==> config.mk <==
export PLATFORM = sky130hd
export DESIGN_NAME = mod_n_counter
export DESIGN_NICKNAME = d
export VERILOG_FILES = /design/src/rtl/mod_n_counter.sv
export SDC_FILE = /design/constraint.sdc
export NUM_CORES = 1
export LEC_CHECK = 0
export CAP_MARGIN = 20
export CORE_AREA = 4 4 56 58
export DETAILED_ROUTE_END_ITERATION = 8
export DIE_AREA = 0 0 60 62
export PLACE_DENSITY = 0.78
export SYNTH_ARGS = -nofsm -noshare
export SYNTH_HDL_FRONTEND = slang
export SYNTH_SLANG_ARGS = --single-unit
==> constraint.sdc <==
create_clock -name clk -period 2.4 [get_ports clk]
set_clock_uncertainty 0.05 [all_clocks]
set_input_delay 0.24 -clock clk [delete_from_list [all_inputs] [get_ports clk]]
set_output_delay 0.24 -clock clk [all_outputs]
set_load 0.005 [all_outputs]
==> src/rtl/mod_n_counter.sv <==
`default_nettype none
// ============================================================================
// Module      : mod_n_counter
// Description : Runtime-programmable modulo-N up/down counter.
//               - Synchronous clear, and parallel load that clamps to the modulus.
//               - One-shot (halt at terminal) or free-running wrap mode.
//               - Combinational terminal count for building multi-digit
//                 cascades (next stage en = this stage tc).
// Ports       :
//   clk       in   clock, rising edge active
//   rst       in   synchronous active-high reset
//   en        in   count enable, one step per cycle
//   up        in   direction, 1 = up, 0 = down
//   clr       in   synchronous clear to 0, leaves HALT
//   load      in   parallel load of load_val, clamped to max_q, leaves HALT
//   load_val  in   [WIDTH] load data
//   max_wr    in   write max_in into the modulus register
//   max_in    in   [WIDTH] new terminal value, modulus = max_in + 1
//   oneshot   in   1 = halt at terminal, 0 = wrap
//   q         out  [WIDTH] count value, registered
//   max_q     out  [WIDTH] modulus register, registered
//   tc        out  terminal count, combinational
//   wrap      out  one-cycle pulse after each wrap, registered
//   done      out  high while halted, registered
//   load_err  out  one-cycle pulse after a clamped load, registered
// Revision    : 1.0 - initial release
// ============================================================================
module mod_n_counter #(
    parameter int WIDTH   = 4,
    parameter int RST_MAX = 9
) (
    input  logic             clk,
    input  logic             rst,
    input  logic             en,
    input  logic             up,
    input  logic             clr,
    input  logic             load,
    input  logic [WIDTH-1:0] load_val,
    input  logic             max_wr,
    input  logic [WIDTH-1:0] max_in,
    input  logic             oneshot,
    output logic [WIDTH-1:0] q,
    output logic [WIDTH-1:0] max_q,
    output logic             tc,
    output logic             wrap,
    output logic             done,
    output logic             load_err
);

    localparam logic [WIDTH-1:0] C_RST_MAX = WIDTH'(RST_MAX);
    localparam logic [WIDTH-1:0] C_ZERO    = '0;
    localparam logic [WIDTH-1:0] C_ONE     = WIDTH'(1);

    localparam logic [0:0] C_ST_RUN  = 1'b0;
    localparam logic [0:0] C_ST_HALT = 1'b1;

    logic [0:0]       r_state;
    logic [WIDTH-1:0] r_q;
    logic [WIDTH-1:0] r_max;
    logic             r_wrap;
    logic             r_load_err;

    logic             w_term_up;
    logic             w_term_dn;
    logic             w_above_max;
    logic             w_load_clamp;
    logic             w_halted;

    // Terminal tests use the modulus held before the edge; ">=" on the up
    // side lets a stale q above a freshly shrunk modulus recover in one step.
    assign w_term_up    = (r_q >= r_max);
    assign w_term_dn    = (r_q == C_ZERO);
    assign w_above_max  = (r_q > r_max);
    assign w_load_clamp = (load_val > r_max);
    assign w_halted     = (r_state == C_ST_HALT);

    assign tc = en & ~clr & ~load & ~w_halted & (up ? w_term_up : w_term_dn);

    always_ff @(posedge clk) begin
        if (rst) begin
            r_state    <= C_ST_RUN;
            r_q        <= C_ZERO;
            r_max      <= C_RST_MAX;
            r_wrap     <= 1'b0;
            r_load_err <= 1'b0;
        end else begin
            // Pulses default low; only a wrap or clamp this edge raises them.
            r_wrap     <= 1'b0;
            r_load_err <= 1'b0;

            // Modulus write is independent of the count controls.
            if (max_wr) begin
                r_max <= max_in;
            end

            if (clr) begin
                r_q     <= C_ZERO;
                r_state <= C_ST_RUN;
            end else if (load) begin
                r_state <= C_ST_RUN;
                if (w_load_clamp) begin
                    r_q        <= r_max;
                    r_load_err <= 1'b1;
                end else begin
                    r_q <= load_val;
                end
            end else if (en && (r_state == C_ST_RUN)) begin
                if (up) begin
                    if (w_term_up) begin
                        if (oneshot) begin
                            r_q     <= r_max;
                            r_state <= C_ST_HALT;
                        end else begin
                            r_q    <= C_ZERO;
                            r_wrap <= 1'b1;
                        end
                    end else begin
                        r_q <= r_q + C_ONE;
                    end
                end else begin
                    if (w_above_max) begin
                        // Out-of-range value snaps down to the top; not a wrap.
                        r_q <= r_max;
                    end else if (w_term_dn) begin
                        if (oneshot) begin
                            r_state <= C_ST_HALT;
                        end else begin
                            r_q    <= r_max;
                            r_wrap <= 1'b1;
                        end
                    end else begin
                        r_q <= r_q - C_ONE;
                    end
                end
            end
        end
    end

    assign q        = r_q;
    assign max_q    = r_max;
    assign wrap     = r_wrap;
    assign done     = w_halted;
    assign load_err = r_load_err;

endmodule
`default_nettype wire

== Yosys cells after proc, flatten, opt, wreduce, memory -nomap -nowiden ==
Index checks and enable logic that the tools add are counted.
Storage, ports and cells
  register bits after elaboration: 11
  input bits: 16
  output and inout port bits: 12
  word-level logic and storage cells: 52
Cells by class
  add/subtract/negate cells: 2
  $lt $le $gt $ge: 3
  equal/unequal tests: 3
  multiplexer cells: 21
  bitwise gates (word level): 8
  reductions and logical operators: 10
Operators with widths (number)
  $mux 4: 9
  $mux 1: 12
  $gt 4x4->1: 2
  $reduce_or 3->1: 2
  $ne 5x4->1 const B: 1
  $add 4x1->4 const B: 1
  $and 1x1->1: 4
  $ge 4x4->1: 1
  $logic_not 4->1: 1
  $not 1->1: 4
  $reduce_and 4->1: 1
  $reduce_bool 2->1: 2
  $reduce_or 4->1: 1
  $sub 4x1->4 const B: 1
  $ne 2x1->1 const B: 1
  $ne 2x2->1 const B: 1
  $reduce_and 2->1: 1
  $reduce_or 2->1: 1
  $logic_and 1x1->1: 1

== Depth between registers and ports, before layout ==
  word-level depth: 6
  mapped depth: 8
  gate-level depth less buffers: 8

== Worst setup path after synthesis ==
Ideal clock, no wire load.
  path type: register to register
  start: register r_max[3] (netlist: max_q[3])
  end: register r_q[3] (netlist: q[3])
  library setup time: 117 ps
  arrival time: 1824 ps
  slack: 409 ps
  cell stages (with the launch flop): 9
  cell sequence: dfxtp_1 inv_1 ha_1 a21oi_2 and2_4 nand2_2 a41oi_1 o211ai_1 a32o_1
Between the ends
  longest elaborated chain between the ends: 6
Ends and longest elaborated chain
  start, declared: line 59  | logic [WIDTH-1:0] r_max;
  start signal, assigned: line 93  | r_max <= max_in;
  parallel branches: the longest is 6 deep, another holds $gt 4x4->1
  end signal, assigned: line 102  | r_q <= r_max;
  end signal, assigned: line 111  | r_q <= r_max;
  end signal, assigned: line 123  | r_q <= r_max;
  end, declared: line 58  | logic [WIDTH-1:0] r_q;
Several ways; the timed one is not identified. The select of a mux whose other input is x is not followed.
A chain may end at the register's enable or synchronous reset.

== Final worst setup path ==
  start: register r_max[2] (netlist: max_q[2])
  end: output port tc
Between the ends
  longest elaborated chain between the ends: 3
Ends and longest elaborated chain
  $ge 4x4->1: line 71  | assign w_term_up = (r_q >= r_max);
  $mux 1: line 77  | assign tc = en & ~clr & ~load & ~w_halted & (up ? w_term_up : w_term_dn);
  $and 1x1->1: line 77
  end, declared: line 44  | output logic tc,
Every way passes these cells.

==> flow_metrics.py <==
metrics = {
    "run_status": {
        "run_status": "completed",
    },
    "layout": {
        "fill_cells": 233,
        "syn2layout_area_growth_pct": 42.2,
        "final_common_cell": "clkdlybuf4s50_1",
        "num-nets-final": 190,
        "stdcell_count": 194,
        "antenna_cells": 0,
        "seqCellArea_um2": 221,
        "drive_above_1_share_pct": 20.2,
        "mostFrequentLayoutCells": "26 x clkdlybuf4s50_1, 13 x buf_4, 12 x inv_1",
        "multi_input_area_um2": 790,
        "stdcell_area_mm2": 0.00149,
    },
    "global_route": {
        "grt.overflow.total": 0,
        "grtUsageMet2_pct": 32.7,
        "met3_usage_pct": 3.93,
        "use_met1_pct": 21.3,
        "grt_pass1_vias": 1105,
        "top_usage_layer": "met2",
        "grt_antenna_before_repair": 0,
        "grt_use_total_pct": 18.4,
        "grt_max_degree": 13,
        "grt_first_pass_wirelength_um": 5100,
    },
    "logic_synthesis": {
        "ys_ff_latch": 11,
        "synth-seq-area-share_pct": 21.1,
        "yosysUniqueCellTypes": 49,
        "syn_inst": 123,
        "synth_edf_count": 0,
        "syn-cell-area_mm2": 0.00105,
        "post-synth-top-area-fraction_pct": 21.1,
        "syn-num-nets": 149,
        "async_flop_share_pct": 0,
        "synth_area_per_cell_um2": 8.50,
        "synth_area_leaders": "dfxtp_1 21%, ha_1 12%, mux2i_1 5.7%, inv_1 4.3%, nand2_1 3.2%",
        "yosysWarnings": 0,
        "synth.largest_area_cell": "dfxtp_1",
        "synth-main-ff-cell": "dfxtp_1",
    },
    "power": {
        "p_sw_mw": 0.219,
        "p_comb_share_pct": 46.5,
        "power.density_mw_per_mm2": 418,
        "max-vdd-ir-drop_uv": 301,
        "pwr-share-seq_pct": 32.3,
        "netSwitchingFraction_pct": 35.2,
        "leakage_nw": 0.623,
        "p_int_mw": 0.403,
        "p_clk_share_pct": 21.2,
        "finalPower_mw": 0.622,
    },
    "timing": {
        "worst_slew_pin_slew_ns": 0.355,
        "setup_tns_ns": 0,
        "max_clock_freq_ghz": 0.436,
        "max_slew_margin_pct": 76.3,
        "fin_crit_sh_pct": 95.6,
        "setup_ws_ns": 0.105,
        "fin_crit_ns": 2.30,
        "hold_viol": 0,
        "finalSetupViolCount": 0,
        "slew_violations": 0,
    },
    "placed_design": {
        "io_buffer_count": 27,
        "dpl.hpwl_um": 2450,
        "dp.cells": 190,
        "place_ws_ns": 0.0279,
        "placed_area_mm2": 0.00143,
        "gp_congestion": 1.02,
    },
    "drt": {
        "antenna_left": 0,
        "drt-wirelength-per-cell_um": 15.7,
        "dr.pass1.iters": 4,
        "viasPerCell": 5.71,
        "vias": 1107,
        "drt_iter0_drc": 36,
        "finalWirelength_um": 3050,
        "route.detailed.drc": 0,
    },
    "setup_path": {
        "cp-end-kind": "output port",
        "cp-startpoint": "max_q[2]",
        "crit_path_max_incr_delay_ns": 0.35,
        "critPathArrivalTime_ns": 2.01,
        "path_max_fanout": 5,
        "crit_chain": "inv_1 > ha_1 > nand4_1 > and2_4 > nand2_2 > a21oi_1 > nor4b_2 > dlygate4sd2_1",
        "crit_type": "flop to output port",
        "crit_slowest_cell": "ha_1",
        "r2r_start": "max_q[1]",
        "worst-endpoint-required_ns": 2.11,
        "start_kind": "flop",
    },
    "clocking": {
        "cts_buffer_depth": 2,
        "numCtsBuffers": 3,
        "clock_latency_ns": 0.27,
        "ctsRootBufferMaster": "clkbuf_4",
        "cts.clk_slew.worst_paths_ns": 0.08,
        "cts_setup_buffers": 0,
        "cts_max_level": 1,
        "cts_tree": "yes",
        "cts.sinks": 11,
        "cts_hold_buffers": 0,
    },
    "floorplanning": {
        "placementRows": 19,
        "die_x_um": 60,
        "start_util_pct": 39.3,
        "core_area_mm2": 0.00266,
        "die_area_mm2": 0.00372,
        "die_y_um": 62,
        "boundaryPins": 28,
    },
    "flow_run": {
        "cap_violations": 0,
    },
    "worst_hold_path": {
        "min_from": "done",
        "hold_path_class": "flop to flop",
    },
}
cells in the mapped netlist, drive strengths merged, types with 3 or more instances:
master   n
a21oi    6
and2     4
dfxtp   11
ha      10
inv     12
mux2i    6
nand2   10
nand4    4
nor2     8
nor2b    3
nor3     4
o211ai   5
o21ai    5
xor2     3
metrics by stage:
step | hold WS [ns] | utilization, %
final | 0.469 | 55.9
after global placement | 0.444 | 53.7
after detailed placement | 0.452 | 53.7
after CTS | 0.476 | 55.0
after floorplan | 0.262 | -
after global routing | 0.506 | 55.9
worst max-delay path: cells and delay by family (launching register included):
family / cells / cell delay [ns]
flip-flops: 1 / 0.34
AO/OA/AOI/OAI: 1 / 0.09
adder cells (fa/ha/maj): 1 / 0.35
AND/OR/NAND/NOR: 4 / 0.62
buffers and inverters: 2 / 0.34
path summary, 6_finish.rpt:
path	slack, ns	endpoint	depth (start not counted)
setup / recovery	0.10	tc	8
hold / removal	0.47	done	1
setup reg to reg	0.31	q[0]	9
hold reg to reg	0.47	done	1
timing repair:
item	4_1_cts	5_1_grt
hold endpoints to repair	0	0
resized for setup	3	4
endpoints found under the setup margin	1	1
cell type report:
| class | instances | area share, % |
|---|---|---|
| multi-input combinational | 96 | 53.1 |
| timing repair buffer | 40 | 24.6 |
| sequential | 11 | 14.9 |
| inverter | 12 | 3.03 |
| tap | 31 | 2.61 |
| clock buffer | 4 | 1.77 |
power by group through the flow:
stage               Clock, mW  Sequential (mW)  Combinational, mW
floorplan                   0            0.209              0.165
global placement            0            0.204              0.272
detailed placement          0            0.204              0.275
CTS                     0.134            0.200              0.279
global route            0.148            0.202              0.313
finish                  0.132            0.201              0.289
flip-flops by register name (all words and copies together), names as in the netlist:
register,cells
wrap,1
max_q,4
done,1
load_err,1
q,4
cell families after synthesis:
group,share of synthesized area (%)
AO/OA/AOI/OAI,26.4
buffers and inverters,6.58
flip-flops,21.1
multiplexers,6.82
adder cells (fa/ha/maj),12.0
AND/OR/NAND/NOR,23.8
XOR/XNOR,3.35
routing by layer:
metal	part of all wire, %	up-vias	routed length (um)
li1	-	537	-
met1	42	522	1280
met2	51	42	1550
met3	5.2	6	159
met4	2.3	0	70
met5	0	-	0
Power figures use the tool's default switching activity.
